`config.mk`:
```
export PLATFORM = sky130hd
export DESIGN_NAME = axis_switch_rr_flat
export DESIGN_NICKNAME = d
export VERILOG_FILES = /design/src/rtl/axis_switch_rr_pkg.sv /design/src/rtl/axis_switch_rr_if.sv /design/src/rtl/axis_switch_rr_arbiter.sv /design/src/rtl/axis_switch_rr.sv /design/src/flat_wrapper.sv
export SDC_FILE = /design/constraint.sdc
export NUM_CORES = 1
export LEC_CHECK = 0
export ABC_AREA = 1
export CORE_MARGIN = 2
export CORE_UTILIZATION = 45
export CTS_CLUSTER_DIAMETER = 80
export DETAILED_ROUTE_END_ITERATION = 10
export GPL_ROUTABILITY_DRIVEN = 1
export HOLD_SLACK_MARGIN = 0.02
export PLACE_DENSITY = 0.7
export SETUP_SLACK_MARGIN = 0.1
export SYNTH_ARGS = -nofsm -noshare
export SYNTH_HDL_FRONTEND = slang
export SYNTH_HIERARCHICAL = 1
export SYNTH_SLANG_ARGS = --single-unit
```
`constraint.sdc`:
```
create_clock -name clk -period 3.4 [get_ports clk]
set_input_delay 0.51 -clock clk [delete_from_list [all_inputs] [get_ports clk]]
set_output_delay 0.51 -clock clk [all_outputs]
set_load 0.05 [all_outputs]
```
`src/rtl/axis_switch_rr_pkg.sv`:
```
// Shared definitions for the round-robin AXI-Stream switch: index-width helper
// and the per-master arbitration state encoding.
package axis_switch_pkg;

   function automatic int idx_width(input int n);
      return (n > 1) ? $clog2(n) : 1;
   endfunction

   typedef enum logic {
      ST_IDLE = 1'b0,
      ST_BUSY = 1'b1
   } sw_state_t;

endpackage

```
`src/rtl/axis_switch_rr_if.sv`:
```
// Stream bundle of the switch: source-side and master-side handshakes.
interface axis_switch_rr_if #(
   parameter int T_DATA_WIDTH = 8,
   parameter int S_DATA_COUNT = 5,
   parameter int M_DATA_COUNT = 3,
   parameter int T_ID___WIDTH = axis_switch_pkg::idx_width(S_DATA_COUNT),
   parameter int T_DEST_WIDTH = axis_switch_pkg::idx_width(M_DATA_COUNT)
);
   logic [T_DATA_WIDTH*S_DATA_COUNT-1:0] s_tdata;
   logic [S_DATA_COUNT-1:0]              s_tvalid;
   logic [S_DATA_COUNT-1:0]              s_tlast;
   logic [T_DEST_WIDTH*S_DATA_COUNT-1:0] s_tdest;
   logic [S_DATA_COUNT-1:0]              s_tready;
   logic [T_DATA_WIDTH*M_DATA_COUNT-1:0] m_tdata;
   logic [M_DATA_COUNT-1:0]              m_tvalid;
   logic [M_DATA_COUNT-1:0]              m_tlast;
   logic [T_ID___WIDTH*M_DATA_COUNT-1:0] m_tid;
   logic [M_DATA_COUNT-1:0]              m_tready;

   modport slave (
      input  s_tdata, s_tvalid, s_tlast, s_tdest, m_tready,
      output s_tready, m_tdata, m_tvalid, m_tlast, m_tid
   );

   modport master (
      output s_tdata, s_tvalid, s_tlast, s_tdest, m_tready,
      input  s_tready, m_tdata, m_tvalid, m_tlast, m_tid
   );
endinterface

```
`src/rtl/axis_switch_rr_arbiter.sv`:
```
// Round-robin arbiter for one master port: search starts one past the last
// winner and wraps; the pointer only moves when the caller commits a grant.
module rr_arbiter
   import axis_switch_pkg::*;
#(
   parameter int N  = 5,
   parameter int IW = idx_width(N)
) (
   input  logic          clk,
   input  logic          rst,
   input  logic [N-1:0]  i_req,
   input  logic          i_update,
   output logic [N-1:0]  o_grant,
   output logic [IW-1:0] o_grant_idx,
   output logic          o_any
);
   logic [IW-1:0] r_ptr;
   logic [N-1:0]  w_grant;
   logic [IW-1:0] w_idx;
   logic          w_found;

   // Sources at or above the pointer win first, then the wrapped-around ones.
   always_comb begin
      w_grant = '0;
      w_idx   = '0;
      w_found = 1'b0;
      for (int c = 0; c < N; c++) begin
         if (!w_found && i_req[c] && (c >= int'(r_ptr))) begin
            w_found    = 1'b1;
            w_idx      = IW'(c);
            w_grant[c] = 1'b1;
         end
      end
      for (int c = 0; c < N; c++) begin
         if (!w_found && i_req[c] && (c < int'(r_ptr))) begin
            w_found    = 1'b1;
            w_idx      = IW'(c);
            w_grant[c] = 1'b1;
         end
      end
   end

   always_ff @(posedge clk) begin
      if (rst) begin
         r_ptr <= '0;
      end else if (i_update && w_found) begin
         r_ptr <= (w_idx == IW'(N - 1)) ? '0 : w_idx + IW'(1);
      end
   end

   assign o_grant     = w_grant;
   assign o_grant_idx = w_idx;
   assign o_any       = w_found;
endmodule

```
`src/rtl/axis_switch_rr.sv`:
```
// Packet-aware AXI-Stream switch: per-master round-robin arbitration locked
// for a whole packet, registered master outputs, discard path for bad tdest.
module axis_switch_rr
   import axis_switch_pkg::*;
#(
   parameter int T_DATA_WIDTH = 8,
   parameter int S_DATA_COUNT = 5,
   parameter int M_DATA_COUNT = 3,
   parameter int T_ID___WIDTH = idx_width(S_DATA_COUNT),
   parameter int T_DEST_WIDTH = idx_width(M_DATA_COUNT)
) (
   input logic             clk,
   input logic             rst,
   axis_switch_rr_if.slave sw
);
   localparam int DW = T_DATA_WIDTH;
   localparam int S  = S_DATA_COUNT;
   localparam int M  = M_DATA_COUNT;
   localparam int IW = T_ID___WIDTH;
   localparam int TW = T_DEST_WIDTH;

   sw_state_t       r_state     [M];
   sw_state_t       w_state_nxt [M];
   logic [IW-1:0]   r_grant     [M];
   logic [S-1:0]    r_grant_oh  [M];
   logic [S-1:0]    w_req       [M];
   logic [S-1:0]    w_arb_oh    [M];
   logic [IW-1:0]   w_arb_idx   [M];
   logic [M-1:0]    w_arb_any, w_arb_upd, w_busy, w_free, w_accept, w_sel_last;
   logic [S-1:0]    w_held, w_dest_bad, w_s_tready, r_sink;
   logic [M-1:0]    r_m_tvalid, r_m_tlast;
   logic [DW*M-1:0] r_m_tdata;
   logic [IW*M-1:0] r_m_tid;

   // A source may be claimed only while no master or discard path owns it.
   always_comb begin
      w_held = '0;
      for (int j = 0; j < M; j++) begin
         w_held = w_held | ((r_state[j] == ST_BUSY) ? r_grant_oh[j] : '0);
      end
      for (int j = 0; j < M; j++) begin
         w_req[j] = '0;
         for (int i = 0; i < S; i++) begin
            w_req[j][i] = sw.s_tvalid[i] && (sw.s_tdest[i*TW +: TW] == TW'(j))
                          && !w_held[i] && !r_sink[i];
         end
      end
      for (int i = 0; i < S; i++) begin
         w_dest_bad[i] = (int'(sw.s_tdest[i*TW +: TW]) >= M);
      end
   end

   for (genvar j = 0; j < M; j++) begin : g_arb
      rr_arbiter #(.N(S), .IW(IW)) u_arb (
         .clk         (clk),
         .rst         (rst),
         .i_req       (w_req[j]),
         .i_update    (w_arb_upd[j]),
         .o_grant     (w_arb_oh[j]),
         .o_grant_idx (w_arb_idx[j]),
         .o_any       (w_arb_any[j])
      );
   end

   always_comb begin
      w_s_tready = r_sink;
      for (int j = 0; j < M; j++) begin
         w_busy[j]     = (r_state[j] == ST_BUSY);
         w_free[j]     = !r_m_tvalid[j] || sw.m_tready[j];
         w_sel_last[j] = sw.s_tlast[r_grant[j]];
         w_accept[j]   = w_busy[j] && w_free[j] && sw.s_tvalid[r_grant[j]];
         w_s_tready    = w_s_tready | ((w_busy[j] && w_free[j]) ? r_grant_oh[j] : '0);
      end
   end

   always_comb begin
      for (int j = 0; j < M; j++) begin
         w_state_nxt[j] = r_state[j];
         w_arb_upd[j]   = 1'b0;
         case (r_state[j])
            ST_IDLE: begin
               if (w_arb_any[j]) begin
                  w_state_nxt[j] = ST_BUSY;
                  w_arb_upd[j]   = 1'b1;
               end
            end
            ST_BUSY: begin
               if (w_accept[j] && w_sel_last[j]) begin
                  w_state_nxt[j] = ST_IDLE;
               end
            end
            default: w_state_nxt[j] = ST_IDLE;
         endcase
      end
   end

   always_ff @(posedge clk) begin
      for (int j = 0; j < M; j++) begin
         r_state[j] <= rst ? ST_IDLE : w_state_nxt[j];
      end
   end

   always_ff @(posedge clk) begin
      for (int j = 0; j < M; j++) begin
         if (rst) begin
            r_grant[j]    <= '0;
            r_grant_oh[j] <= '0;
         end else if (w_arb_upd[j]) begin
            r_grant[j]    <= w_arb_idx[j];
            r_grant_oh[j] <= w_arb_oh[j];
         end
      end
   end

   // Bad-destination packets are swallowed beat by beat until their tlast.
   always_ff @(posedge clk) begin
      if (rst) begin
         r_sink <= '0;
      end else begin
         for (int i = 0; i < S; i++) begin
            if (r_sink[i]) begin
               if (sw.s_tvalid[i] && sw.s_tlast[i]) r_sink[i] <= 1'b0;
            end else if (sw.s_tvalid[i] && w_dest_bad[i] && !w_held[i]) begin
               r_sink[i] <= 1'b1;
            end
         end
      end
   end

   always_ff @(posedge clk) begin
      if (rst) begin
         r_m_tvalid <= '0;
         r_m_tlast  <= '0;
         r_m_tdata  <= '0;
         r_m_tid    <= '0;
      end else begin
         for (int j = 0; j < M; j++) begin
            if (w_accept[j]) begin
               r_m_tvalid[j]            <= 1'b1;
               r_m_tlast[j]             <= w_sel_last[j];
               r_m_tdata[j*DW +: DW]    <= sw.s_tdata[int'(r_grant[j])*DW +: DW];
               r_m_tid[j*IW +: IW]      <= r_grant[j];
            end else if (sw.m_tready[j]) begin
               r_m_tvalid[j] <= 1'b0;
            end
         end
      end
   end

   assign sw.s_tready = w_s_tready;
   assign sw.m_tvalid = r_m_tvalid;
   assign sw.m_tlast  = r_m_tlast;
   assign sw.m_tdata  = r_m_tdata;
   assign sw.m_tid    = r_m_tid;
endmodule

```
`src/flat_wrapper.sv`:
```
// flat-port wrapper written by rule: the top's interface ports become plain ports
module axis_switch_rr_flat import axis_switch_pkg::*;
#(
   parameter int T_DATA_WIDTH = 8,
   parameter int S_DATA_COUNT = 5,
   parameter int M_DATA_COUNT = 3,
   parameter int T_ID___WIDTH = idx_width(S_DATA_COUNT),
   parameter int T_DEST_WIDTH = idx_width(M_DATA_COUNT)
)
  (clk, rst, sw_s_tdata, sw_s_tvalid, sw_s_tlast, sw_s_tdest, sw_m_tready, sw_s_tready, sw_m_tdata, sw_m_tvalid, sw_m_tlast, sw_m_tid);
  axis_switch_rr_if #(.T_DATA_WIDTH(T_DATA_WIDTH), .S_DATA_COUNT(S_DATA_COUNT), .M_DATA_COUNT(M_DATA_COUNT), .T_ID___WIDTH(T_ID___WIDTH), .T_DEST_WIDTH(T_DEST_WIDTH)) sw_i ();
  input logic clk;
  input logic rst;
  input wire logic [$bits(sw_i.s_tdata)-1:0] sw_s_tdata;
  input wire logic [$bits(sw_i.s_tvalid)-1:0] sw_s_tvalid;
  input wire logic [$bits(sw_i.s_tlast)-1:0] sw_s_tlast;
  input wire logic [$bits(sw_i.s_tdest)-1:0] sw_s_tdest;
  input wire logic [$bits(sw_i.m_tready)-1:0] sw_m_tready;
  output wire logic [$bits(sw_i.s_tready)-1:0] sw_s_tready;
  output wire logic [$bits(sw_i.m_tdata)-1:0] sw_m_tdata;
  output wire logic [$bits(sw_i.m_tvalid)-1:0] sw_m_tvalid;
  output wire logic [$bits(sw_i.m_tlast)-1:0] sw_m_tlast;
  output wire logic [$bits(sw_i.m_tid)-1:0] sw_m_tid;
  assign sw_i.s_tdata = sw_s_tdata;
  assign sw_i.s_tvalid = sw_s_tvalid;
  assign sw_i.s_tlast = sw_s_tlast;
  assign sw_i.s_tdest = sw_s_tdest;
  assign sw_i.m_tready = sw_m_tready;
  assign sw_s_tready = sw_i.s_tready;
  assign sw_m_tdata = sw_i.m_tdata;
  assign sw_m_tvalid = sw_i.m_tvalid;
  assign sw_m_tlast = sw_i.m_tlast;
  assign sw_m_tid = sw_i.m_tid;
  axis_switch_rr #(.T_DATA_WIDTH(T_DATA_WIDTH), .S_DATA_COUNT(S_DATA_COUNT), .M_DATA_COUNT(M_DATA_COUNT), .T_ID___WIDTH(T_ID___WIDTH), .T_DEST_WIDTH(T_DEST_WIDTH)) u_core (.clk(clk), .rst(rst), .sw(sw_i));
endmodule
```
**After elaboration in Yosys (flattened, before gate mapping)**

Memory sizes are Yosys's and may differ from the RTL's.
Index checks and enable logic that the tools add are counted.

- $add $sub $neg: 3
- Magnitude comparators: 38
- Equality and inequality tests: 13
- Shifts and indexed selects: 3
- Multiplexer cells: 158
- Bitwise operators: 14
- Reduce and logical (&&, ||, !) cells: 180

Operators by type and width:

| cell | count |
|---|---|
| $logic_and 1x1->1 | 129 |
| $shiftx 40x7->8 | 3 |
| $mux 1 | 110 |
| $mux 3 | 30 |
| $mux 5 | 9 |
| $logic_not 1->1 | 40 |
| $or 5x5->5 | 5 |
| $bmux 1 s3 | 6 |
| $ge 1x3->1 const A | 6 |
| $ge 2x3->1 const A | 6 |
| $lt 1x3->1 const A | 6 |
| $lt 2x3->1 const A | 6 |
| $lt 3x4->1 const B | 3 |
| $eq 2x1->1 const B | 5 |
| $eq 2x2->1 const B | 5 |
| $ge 2x2->1 const B | 5 |
| $logic_not 2->1 | 5 |
| $add 3x1->3 const B | 3 |
| $eq 3x3->1 const B | 3 |
| $ge 3x3->1 const A | 3 |
| $lt 3x3->1 const A | 3 |
| $or 1x1->1 | 6 |
| $pmux 1 s2 | 3 |
| $reduce_bool 2->1 | 3 |
| 2 further kinds | 6 |

- Register bits after elaboration: 53
- Bits in writable memories: 27
- Input port bits: 65
- Output and inout bits: 44
- Word-level logic and storage cells: 428
- Memories: 3

Memory list:

| memory | depth | width | rd ports | clocked after memory_dff | write ports | RTL line | RTL |
|---|---|---|---|---|---|---|---|
| u_core.r_grant_oh | 3 | 5 | 3 | 0 | 3 | axis_switch_rr.sv:25 | `logic [S-1:0] r_grant_oh [M];` |
| u_core.r_grant | 3 | 3 | 3 | 0 | 3 | axis_switch_rr.sv:24 | `logic [IW-1:0] r_grant [M];` |
| u_core.r_state | 3 | 1 | 3 | 0 | 3 | axis_switch_rr.sv:22 | `sw_state_t r_state [M];` |

**Longest topological paths before layout**

Gate-level depths: netlist of run 1.
An unclocked memory read counts as a cell.

- Depth after elaboration: 51
- Mapped depth: 19
- Depth with buffers taken out: 19

**Cells and area by module**

The synthesis of run 1 kept the hierarchy.

Modules (own cells, without submodules):

| module | times used | cells each | area each (µm²) | seq. area each (µm²) |
|---|---|---|---|---|
| axis_switch_rr | 1 | 719 | 4599.4 | 1661.6 |
| rr_arbiter at u_core.g_arb[0].u_arb ... | 2 | 62 | 415.4 | 60.1 |
| rr_arbiter at u_core.g_arb[2].u_arb | 1 | 63 | 445.4 | 60.1 |

**Least setup slack after synthesis of run 1**

OpenSTA, ideal clock, no wires.

- Kind: input-to-reg
- From: input sw_s_tvalid[1]
- To: register u_core.g_arb[2].u_arb.r_ptr[2]
- Library setup time: 0.066 ns
- Arrival time: 2.568 ns
- Required time: 3.334 ns
- Setup slack: 0.766 ns
- Cell stages on the path: 19
- Path buffers: 0
- Cells stage by stage: inv_1 -> nor2_1 -> nand2_1 -> nor3_1 -> nand2_1 -> nand2_2 -> nor2_4 -> nand4_4 -> nor4_1 -> inv_1 -> nand2_1 -> nor2_1 -> inv_1 -> ha_1 -> inv_1 -> nand2_2 -> nand2_2 -> nand2_2 -> a21oi_2

RTL lines:

| what | RTL line | RTL |
|---|---|---|
| start, declared | flat_wrapper.sv:15 | `input wire logic [$bits(sw_i.s_tvalid)-1:0] sw_s_tvalid;` |
| end signal, assigned | axis_switch_rr_arbiter.sv:47 | `r_ptr <= (w_idx == IW'(N - 1)) ? '0 : w_idx + IW'(1);` |
| end, declared | axis_switch_rr_arbiter.sv:17 | `logic [IW-1:0] r_ptr;` |

==> metrics, run 1 <==
result of the run complete, no violations; register clock-pin slew on the reported worst setup and hold paths around 0.070 ns; RSZ-0062 raised after global routing false; most frequent standard cell in the layout excluding fill and tap cells nand2_1; CP endpoint kind register; buffers from clock root to sink, at most 2; count of endpoints failing hold in the final timing report 0; deepest level of the CTS H-tree 3; leakage power summed over all cells around 3.2 nW; average via count per standard cell ~5.2; data arrival time of the critical path 3.21 ns; violation count after the first detailed-routing iteration approximately 700; antenna violations before repair 0; total number of nets in the final design 1081; starting density of the core a little under half; logic gate share of total power 57.9%; fraction of synthesized area in multiplexers 0%; register share of total power between 20% and 30%; total DRC errors in the routed layout 0; number of hold-repair buffers added at the cts stage 0; kind of cell with the highest combined delay on the critical path simple AND/OR/NAND/NOR gates; total of max-cap violations 0; pre-CTS setup slack between 0.15 and 0.2 ns; floorplan die height ~120 µm; most repeated library cell on the critical path inv_1; Slew @ Worst Pin approximately 0.84 ns; clock buffers created by TritonCTS 9; crit path kind input pin to register; final std cell area, no fill between 7000 and 8000 µm²; relative max-transition margin between 40% and 50%; number of port buffers approximately 110; Cells after Synth ~910; crit path cell chain clkdlybuf4s50_1 -> inv_1 -> nor2_1 -> nand2_1 -> nor3_1 -> inv_1 -> nor2_1 -> nor2_4 -> nand4_1 -> nand3_1 -> a21oi_1 -> inv_1 -> ha_1 -> inv_1 -> nand2_2 -> nand2_2 -> nand2_2 -> a21oi_2; sequential cell area 1842 µm²; final period demand of the worst path roughly 3 ns; power density of the placed cells about 850 nW/µm²; crit share post-route 86.08%; count of nets left with antenna violations after detail routing 0; final-layout fill cell count approximately 1200; 1st-pass router iterations 5; Hold WC Path Type register to register; global-route usage over all layers between 20% and 30%; synth warn 6; internal power consumption a little over 0.003 W; worst supply voltage drop on vdd 544.9 µV; final count of pins violating max slew 0; FMAX 341.7 MHz; final-report setup violation count 0; Switching Fraction approximately 50%; routed length per placed instance around 15 µm; sum of negative setup slack 0 ns; fin util about three fifths; Simple-Gate Fraction of Synth Area approximately two fifths; worst-path maximum fanout 5; count of different cell masters after synthesis 34; Crit path largest cell delay 0.45 ns; Detailed Route WL between 15000 and 20000 µm; post-CTS setup repair buffer count 0; register bit total from synthesis 80; Post-Place Cell Area roughly 7000 µm²; io pins 109; cell area after technology mapping approximately 5900 µm²; via count 6158; Clk Tree Root Cell clkbuf_16; final RePlAce weighted congestion 0.9105; TritonCTS clock tree done; critical path launch point type input pin; Post-Syn Nets 977; Post-Syn Area per Cell 6.485 µm²; number of global-route vias before repair 5655; Rows around 40; worst clock skew approximately 0.0080 ns; post-layout worst setup margin 0.4733 ns; Total Die Area between 10000 and 15000 µm²; Area Overhead vs Synth 25.70%; fraction of the mapped netlist area in adder cells under 10%; combinational family with the most area after synthesis simple AND/OR/NAND/NOR gates; most frequent cells in the layout 263 x nand2_1, 133 x inv_1, 108 x clkdlybuf4s50_1; layout cells sized above 1 approximately a tenth; cells resized by post-CTS repair 0; Core ar. between 10000 and 15000 µm²; switching power of the nets 0.003219 W; antenna diode count 0; global-route wire length before repair about 28000 µm; dpl hpwl ~13000 µm; xor/xnor share of the synthesized area 0%; maximum number of pins on one net before global-route repair 37; source-to-sink clock delay at the later pin of the worst-skew pair 0.35 ns; Congestion Overflow GR 0; library cell contributing the largest single delay on the critical path clkdlybuf4s50_1; worst hold slack across all endpoints 0.4662 ns; sequential area share after synthesis 31.35%; post-synthesis compound-gate area fraction 14.52%; die span in x 118.3 µm; Critical path buffers and inverters 5; TritonCTS Sinks 80; clock network power share roughly 15%; worst endpoint required time 3.68 ns; area occupied by multi-input gates about 3300 µm²
-- stage by stage --
step | std cells | total power (W)
final | 1187 | 0.006294
after global routing | 1187 | 0.006718
after CTS | 1187 | 0.006291
after detailed placement | 1171 | 0.005327
after global placement | 1171 | 0.005300
after floorplan | 906 | 0.004325
-- worst paths after layout --
kind	startpoint	endpoint	slack [ns]	depth (start not counted)
max	sw_s_tvalid[3]	u_core/g_arb[0].u_arb/r_ptr[2]$_SDFFE_PP0P_	0.47	18
min	u_core/sw.m_tid[5]$_SDFFE_PP0P_	u_core/sw.m_tid[5]$_SDFFE_PP0P_	0.47	2
max reg2reg	u_core/r_state[0][2]$_SDFF_PP0_	u_core/g_arb[1].u_arb/r_ptr[1]$_SDFFE_PP0P_	0.63	18
min reg2reg	u_core/sw.m_tid[5]$_SDFFE_PP0P_	u_core/sw.m_tid[5]$_SDFFE_PP0P_	0.47	2
-- cell families (layout without fill, tap and decap cells) --
family,count (synthesis),after routing
compound gates,145,145
buf+inv,175,284
fa+ha+maj,6,6
simple gates,500,500
flops,80,80
-- state kept, by name, summed over array words and instances, names as in the netlist, 5 cells and up --
| name | count |
|---|---|
| u_core/sw.m_tdata | 24 |
| u_core/r_grant_oh | 15 |
| u_core/g_arb.u_arb/r_ptr | 9 |
| u_core/r_grant | 9 |
| u_core/sw.m_tid | 9 |
| u_core/r_sink | 5 |
-- cells in the mapped netlist --
cell type  count  area (µm²)
nand4_4        4       85.08
clkbuf_1       6       22.52
nor2_1        84       315.3
buf_4          4       30.03
clkinv_1       3       11.26
buf_2         17       85.08
nand2_4        3       33.78
ha_1           6       75.07
o211ai_1      23       172.7
a21oi_2       10       87.58
nor2_2         5       31.28
dfxtp_1       56        1121
edfxtp_1      24       720.7
a21oi_4        2       32.53
o31ai_1        1       7.510
nor2_4         9       101.4
nand2_1      263       987.2
nand2_2       18       112.6
nand3_2        8       80.08
buf_6          8       90.09
nand4_2        1       12.51
nand3_4        2       35.03
inv_1        133       499.2
nor2_8         1       20.02
nand4_1       11       68.82
nor4_1         1       6.260
inv_2          4       15.01
o21ai_1        8       40.04
o21ai_0       30       150.1
a21oi_1       65       325.3
nand3b_2       2       22.52
nand3_1       78       390.4
a31oi_1        6       37.54
nor3_1        10       50.05
-- final cells by class --
type	instances	area share, %
Tap cell	172	2.914
Multi-Input combinational cell	651	44.42
Inverter	140	7.115
Clock buffer	11	3.439
Clock inverter	5	0.5082
Timing Repair Buffer	128	16.67
Sequential cell	80	24.94
-- power groups by stage --
stage | registers, W | clock network, W | logic (W)
detailed placement | 0.00171 | 0 | 0.00361
floorplan | 0.00213 | 0 | 0.00219
global route | 0.00174 | 0.00100 | 0.00397
CTS | 0.00170 | 0.000966 | 0.00363
finish | 0.00170 | 0.000948 | 0.00364
global placement | 0.00171 | 0 | 0.00359
-- tightest hold or removal path: stages (launching register included) --
cell and delay [ns]:
dfxtp_1 0.31, nand2_1 0.06, a21oi_1 0.05
-- metal layers --
| metal | routed length, µm | global-route usage, % | vias up | part of all wire (%) |
|---|---|---|---|---|
| met5 | 0 | 0 | - | 0 |
| met4 | 679 | 10.69 | 0 | 3.8 |
| met3 | 1236 | 4.826 | 45 | 7.0 |
| met2 | 8560 | 43.79 | 249 | 48 |
| met1 | 7260 | 30.83 | 2744 | 41 |
| li1 | - | - | 3120 | - |
Power figures use the tool's default switching activity.
==> run 2, diff against run 1 <==
- CORE_ASPECT_RATIO: default -> 1.2
==> run 2 against run 1 <==
Register-to-register slack gained 0.02 ns; die area about the same; total power hardly changed; largest power group unchanged; fmax increased by 1.7%.
==> metrics, run 2 (synthesis results as in run 1) <==
floorplan die height around 130 µm; most repeated library cell on the critical path inv_1; dpl hpwl between 10000 and 15000 µm; cell depth of the worst hold path 2; kind of cell with the highest combined delay on the critical path simple AND/OR/NAND/NOR gates; buffers from clock root to sink, at most 2; critical path launch point type input pin; most frequent cells in the layout 263 x nand2_1, 133 x inv_1, 108 x clkdlybuf4s50_1; power density of the placed cells approximately 850 nW/µm²; TritonCTS clock tree done; count of endpoints failing hold in the final timing report 0; via count between 6000 and 7000; post-layout worst setup margin approximately 0.52 ns; total number of nets in the final design around 1100; sum of negative setup slack 0 ns; violation count after the first detailed-routing iteration around 420; final-report setup violation count 0; pre-CTS setup slack about 0.12 ns; crit path cell chain clkdlybuf4s50_1 -> inv_1 -> nor2_1 -> nand2_1 -> nor3_1 -> inv_2 -> nor2_2 -> nor2_4 -> nand4_4 -> nor4_1 -> inv_1 -> nand2_1 -> nor2_1 -> inv_1 -> ha_1 -> inv_1 -> nand2_2 -> nand2_2 -> nand2_2 -> a21oi_2; worst-path maximum fanout 5; number of port buffers between 100 and 150; clock buffers created by TritonCTS 9; Detailed Route WL approximately 17000 µm; starting density of the core about 46%; Rows 45; total of max-cap violations 0; data arrival time of the critical path between 3 and 4 ns; Area Overhead vs Synth 25.55%; Slew @ Worst Pin approximately 0.85 ns; crit path kind input pin to register; fin util between 50% and 60%; crit share post-route 84.62%; final count of pins violating max slew 0; library cell contributing the largest single delay on the critical path clkdlybuf4s50_1; global-route usage over all layers approximately a quarter; final RePlAce weighted congestion 0.9967; post-CTS setup repair buffer count 0; source-to-sink clock delay at the later pin of the worst-skew pair approximately 0.35 ns; final-layout fill cell count between 1000 and 1500; routed length per placed instance 14.83 µm; Critical path buffers and inverters 6; maximum number of pins on one net before global-route repair 37; relative max-transition margin a little over two fifths; io pins roughly 110; result of the run complete, no violations; antenna diode count 0; 1st-pass router iterations 5; post-layout power about 0.0063 W; number of hold-repair buffers added at the cts stage 0; global-route wire length before repair 27430 µm; Crit. path cell count 20; Congestion Overflow GR 0; average via count per standard cell ~5.2; worst clock skew 0.009775 ns; TritonCTS Sinks 80; die span in x 108.3 µm; total DRC errors in the routed layout 0; Total Die Area 13990 µm²; layout cells sized above 1 roughly a tenth; number of global-route vias before repair 5651; worst supply voltage drop on vdd 350.0 µV; FMAX 347.6 MHz; Crit path largest cell delay between 0.4 and 0.5 ns; antenna violations before repair 0; leakage power summed over all cells 3.196 nW; Clk Tree Root Cell clkbuf_16; final period demand of the worst path around 2.9 ns; CP endpoint kind register; Hold WC Path Type register to register; register clock-pin slew on the reported worst setup and hold paths 0.07 ns; worst endpoint required time between 3 and 4 ns; Largest register FFs 24; worst reg2reg path depth 18; count of nets left with antenna violations after detail routing 0; RSZ-0062 raised after global routing false; deepest level of the CTS H-tree 3; most frequent standard cell in the layout excluding fill and tap cells nand2_1; Core ar. about 13000 µm²
==> run 2: cell count changes in the layout (fill, tap and decap cells not counted), sizes merged <==
cell    delta
clkbuf     -1
inv        +2
clkinv     -1
==> run 2: layer usage <==
metal / vias up / share of wire [%] / global-route usage [%]
li1: 3114 / - / -
met1: 2711 / 40 / 30.47
met2: 252 / 47 / 43.10
met3: 53 / 7.0 / 3.622
met4: 0 / 5.5 / 13.27
met5: - / 0 / 0
==> run 2: repair_timing <==
| action | in CTS | in global routing |
|---|---|---|
| gates resized for setup | 0 | 1 |
| setup endpoints to repair | 0 | 1 |
| hold endpoints to repair | 0 | 0 |
==> run 2: worst paths after layout <==
| path | to | from | slack [ns] |
|---|---|---|---|
| max | u_core/g_arb[2].u_arb/r_ptr[2]$_SDFFE_PP0P_ | sw_s_tvalid[2] | 0.52 |
| min reg2reg | u_core/sw.m_tid[8]$_SDFFE_PP0P_ | u_core/sw.m_tid[8]$_SDFFE_PP0P_ | 0.47 |
| max reg2reg | u_core/g_arb[1].u_arb/r_ptr[1]$_SDFFE_PP0P_ | u_core/r_state[0][2]$_SDFF_PP0_ | 0.65 |
| min | u_core/sw.m_tid[8]$_SDFFE_PP0P_ | u_core/sw.m_tid[8]$_SDFFE_PP0P_ | 0.47 |
==> run 2: worst register-to-register path: cells and delay by family, from the launching register on <==
family	cells	cell delay, ns
and+or+nand+nor	12	1.30
adders and majority gates	1	0.19
DFF	1	0.58
AOI/OAI and AO/OA	2	0.32
buffers and inverters	3	0.29
==> run 2: power by group <==
| part | switching, W | internal (W) |
|---|---|---|
| clock | 0.000439 | 0.000527 |
| combinational | 0.00243 | 0.00120 |
| sequential | 0.000359 | 0.00134 |
| total | 0.00323 | 0.00307 |
==> run 2: area by class of cell <==
cell class                 count  area [µm²]  area share, %
inverter                     140       525.5          7.123
clock inverter                 6       48.80         0.6615
multi-input combinational    651        3286          44.54
sequential                    80        1842          24.97
timing repair buffer         128        1231          16.69
tap                          164       205.2          2.782
clock buffer                  10       239.0          3.239
==> run 2: per-stage QoR <==
stage / hold slack [ns] / instance area [µm²] / std cells
2_1_floorplan: 0.4562 / 5876 / 906
3_3_place_gp: 0.4552 / 7084 / 1163
3_5_place_dp: 0.4565 / 7084 / 1163
4_1_cts: 0.4674 / 7372 / 1179
5_1_grt: 0.4898 / 7377 / 1179
6_report: 0.4693 / 7377 / 1179
==> run 3, diff against run 2 <==
- clock period: 3.4 -> 3 ns (I/O delays scaled with it)
==> run 3 against run 2 <==
Worst setup slack lost 0.15 ns; hold slack gained 0.0019 ns; final area grew 3.0%; utilization grew 1.8 points; clock skew shrank 0.0040 ns; sequential power grew 12%; via count grew 1.6%; first-iteration DRC count shrank 18%; flip-flop and latch count is the same; register-to-register slack lost 0.27 ns; sequential share of layout area shrank 0.70 points; critical path type is now register to register; largest cell class unchanged.
==> metrics, run 3 (synthesis results as in run 1) <==
result of the run complete, no violations; total number of nets in the final design approximately 1100; layout cells sized above 1 a little over an eighth; routed length per placed instance 14.74 µm; worst endpoint required time about 3.3 ns; average via count per standard cell roughly 5.2; TritonCTS clock tree done; sum of negative setup slack 0 ns; Post-Place Cell Area roughly 7300 µm²; WHS Endpoint u_core/sw.m_tlast[2]$_SDFFE_PP0P_; Core ar. around 13000 µm²; antenna violations before repair 0; crit path cell chain nand2_1 -> nand3_1 -> inv_1 -> nand2_1 -> nor2_1 -> buf_4 -> nand3_2 -> nand3_2 -> nor2_4 -> nand4_4 -> nor2_4 -> nand2_1 -> nand4_1 -> inv_1 -> ha_1 -> a21oi_2 -> nand2_1 -> a21oi_1; final period demand of the worst path 2.622 ns; register clock-pin slew on the reported worst setup and hold paths ~0.07 ns; via count a little over 6000; final-layout fill cell count about 1200; clock buffers created by TritonCTS 9; count of nets left with antenna violations after detail routing 0; maximum number of pins on one net before global-route repair 33; RSZ-0062 raised after global routing false; cell depth of the worst hold path 2; violation count after the first detailed-routing iteration 344; post-CTS setup repair buffer count 0; io pins around 110; relative max-transition margin between 60% and 70%; total of max-cap violations 0; die span in x 108.3 µm; worst reg2reg path depth 18; crit share post-route slightly below 90%; most frequent cells in the layout 263 x nand2_1, 133 x inv_1, 103 x clkdlybuf4s50_1; Crit. path cell count 18; crit path kind register to register; power density of the placed cells about 950 nW/µm²; number of global-route vias before repair between 5000 and 6000; Slew @ Worst Pin 0.5398 ns; Congestion Overflow GR 0; total DRC errors in the routed layout 0; most repeated library cell on the critical path nand2_1; dpl hpwl ~14000 µm; data arrival time of the critical path about 2.9 ns; final-report setup violation count 0; global-route usage over all layers 25.94%; worst supply voltage drop on vdd between 400 and 500 µV; final RePlAce weighted congestion 0.8801; most frequent standard cell in the layout excluding fill and tap cells nand2_1; Critical path buffers and inverters 3; register-to-register setup slack about 0.38 ns; FMAX between 300 and 400 MHz; Area Overhead vs Synth 29.34%; number of hold-repair buffers added at the cts stage 0; Rows between 40 and 50; deepest level of the CTS H-tree 3; starting density of the core a little under half; floorplan die height between 100 and 150 µm; source of the worst register-to-register timing path u_core/r_state[0][0]$_SDFF_PP0_; Clk Tree Root Cell clkbuf_16; Hold WC Path Type register to register; Crit path largest cell delay 0.51 ns; source-to-sink clock delay at the later pin of the worst-skew pair around 0.34 ns; CP endpoint kind register; capturing point of the worst reg2reg path u_core/g_arb[1].u_arb/r_ptr[1]$_SDFFE_PP0P_; Detailed Route WL about 18000 µm; worst-path maximum fanout 9; worst clock skew roughly 0.0057 ns; beginning of the worst hold path u_core/sw.m_tlast[2]$_SDFFE_PP0P_; Largest register FFs 24; global-route wire length before repair ~28000 µm; critical path launch point type register; post-layout power just over 0.007 W; buffers from clock root to sink, at most 2; kind of cell with the highest combined delay on the critical path simple AND/OR/NAND/NOR gates; count of endpoints failing hold in the final timing report 0; number of port buffers around 110; antenna diode count 0; leakage power summed over all cells 3.349 nW; library cell contributing the largest single delay on the critical path dfxtp_1; Total Die Area 13990 µm²; 1st-pass router iterations 5; final count of pins violating max slew 0; TritonCTS Sinks 80; final std cell area, no fill roughly 7600 µm²; cells resized by post-CTS repair 0; worst hold slack across all endpoints between 0.4 and 0.5 ns
## run 3: cell count changes in the layout (fill, tap and decap cells not counted), sizes merged
| cell | previous run | this run |
|---|---|---|
| buf | 20 | 54 |
| clkdlybuf4s50 | 108 | 103 |
| inv | 142 | 140 |
| clkinv | 3 | 5 |
## run 3: cell type report
type                    count  area, µm²  share of cell area [%]
clock buffers              10      239.0                   3.145
clock inverters             6      51.30                  0.6750
inverters                 140      525.5                   6.915
multi-input cells         651       3286                   43.23
flip-flops and latches     80       1844                   24.27
well taps                 164      205.2                   2.700
repair buffers            157       1449                   19.06
## run 3: metrics by stage
stage | std cells | util, % | setup WS [ns]
6_report | 1208 | 59.72 | 0.3777
5_1_grt | 1208 | 59.72 | 0.1171
4_1_cts | 1208 | 59.67 | 0.2894
3_5_place_dp | 1192 | 57.38 | 0.01166
3_3_place_gp | 1192 | 57.38 | -0.002708
2_1_floorplan | 906 | - | 0.4257
## run 3: per-layer routing
layer	global-route usage [%]	wire length, µm	part of all wire, %
met4	16.44	1046	5.9
met5	0	0	0
met2	43.91	8492	48
met3	3.119	1114	6.3
met1	31.14	7154	40
## run 3: report_power, final
| part | internal, W | switching [W] |
|---|---|---|
| registers | 0.00152 | 0.000382 |
| logic | 0.00146 | 0.00281 |
| clock network | 0.000595 | 0.000480 |
| total | 0.00358 | 0.00368 |
## run 3: worst max-delay path by stage
stage                                     from                                     endpoint  slack (ns)
2_1_floorplan                   sw_s_tvalid[1]  u_core/g_arb[2].u_arb/r_ptr[2]$_SDFFE_PP0P_        0.43
3_3_place_gp                    sw_s_tvalid[3]  u_core/g_arb[0].u_arb/r_ptr[0]$_SDFFE_PP0P_      -0.003
3_5_place_dp                    sw_s_tvalid[3]  u_core/g_arb[0].u_arb/r_ptr[0]$_SDFFE_PP0P_        0.01
4_1_cts        u_core/r_state[0][2]$_SDFF_PP0_  u_core/g_arb[1].u_arb/r_ptr[1]$_SDFFE_PP0P_        0.29
5_1_grt        u_core/r_state[0][0]$_SDFF_PP0_  u_core/g_arb[1].u_arb/r_ptr[1]$_SDFFE_PP0P_        0.12
6_report       u_core/r_state[0][0]$_SDFF_PP0_  u_core/g_arb[1].u_arb/r_ptr[1]$_SDFFE_PP0P_        0.38
## run 3: tightest hold or removal path, stage by stage, from the launching register on
cell and delay [ns]:
dfxtp_1 0.32, nand2_2 0.07, a21oi_2 0.05
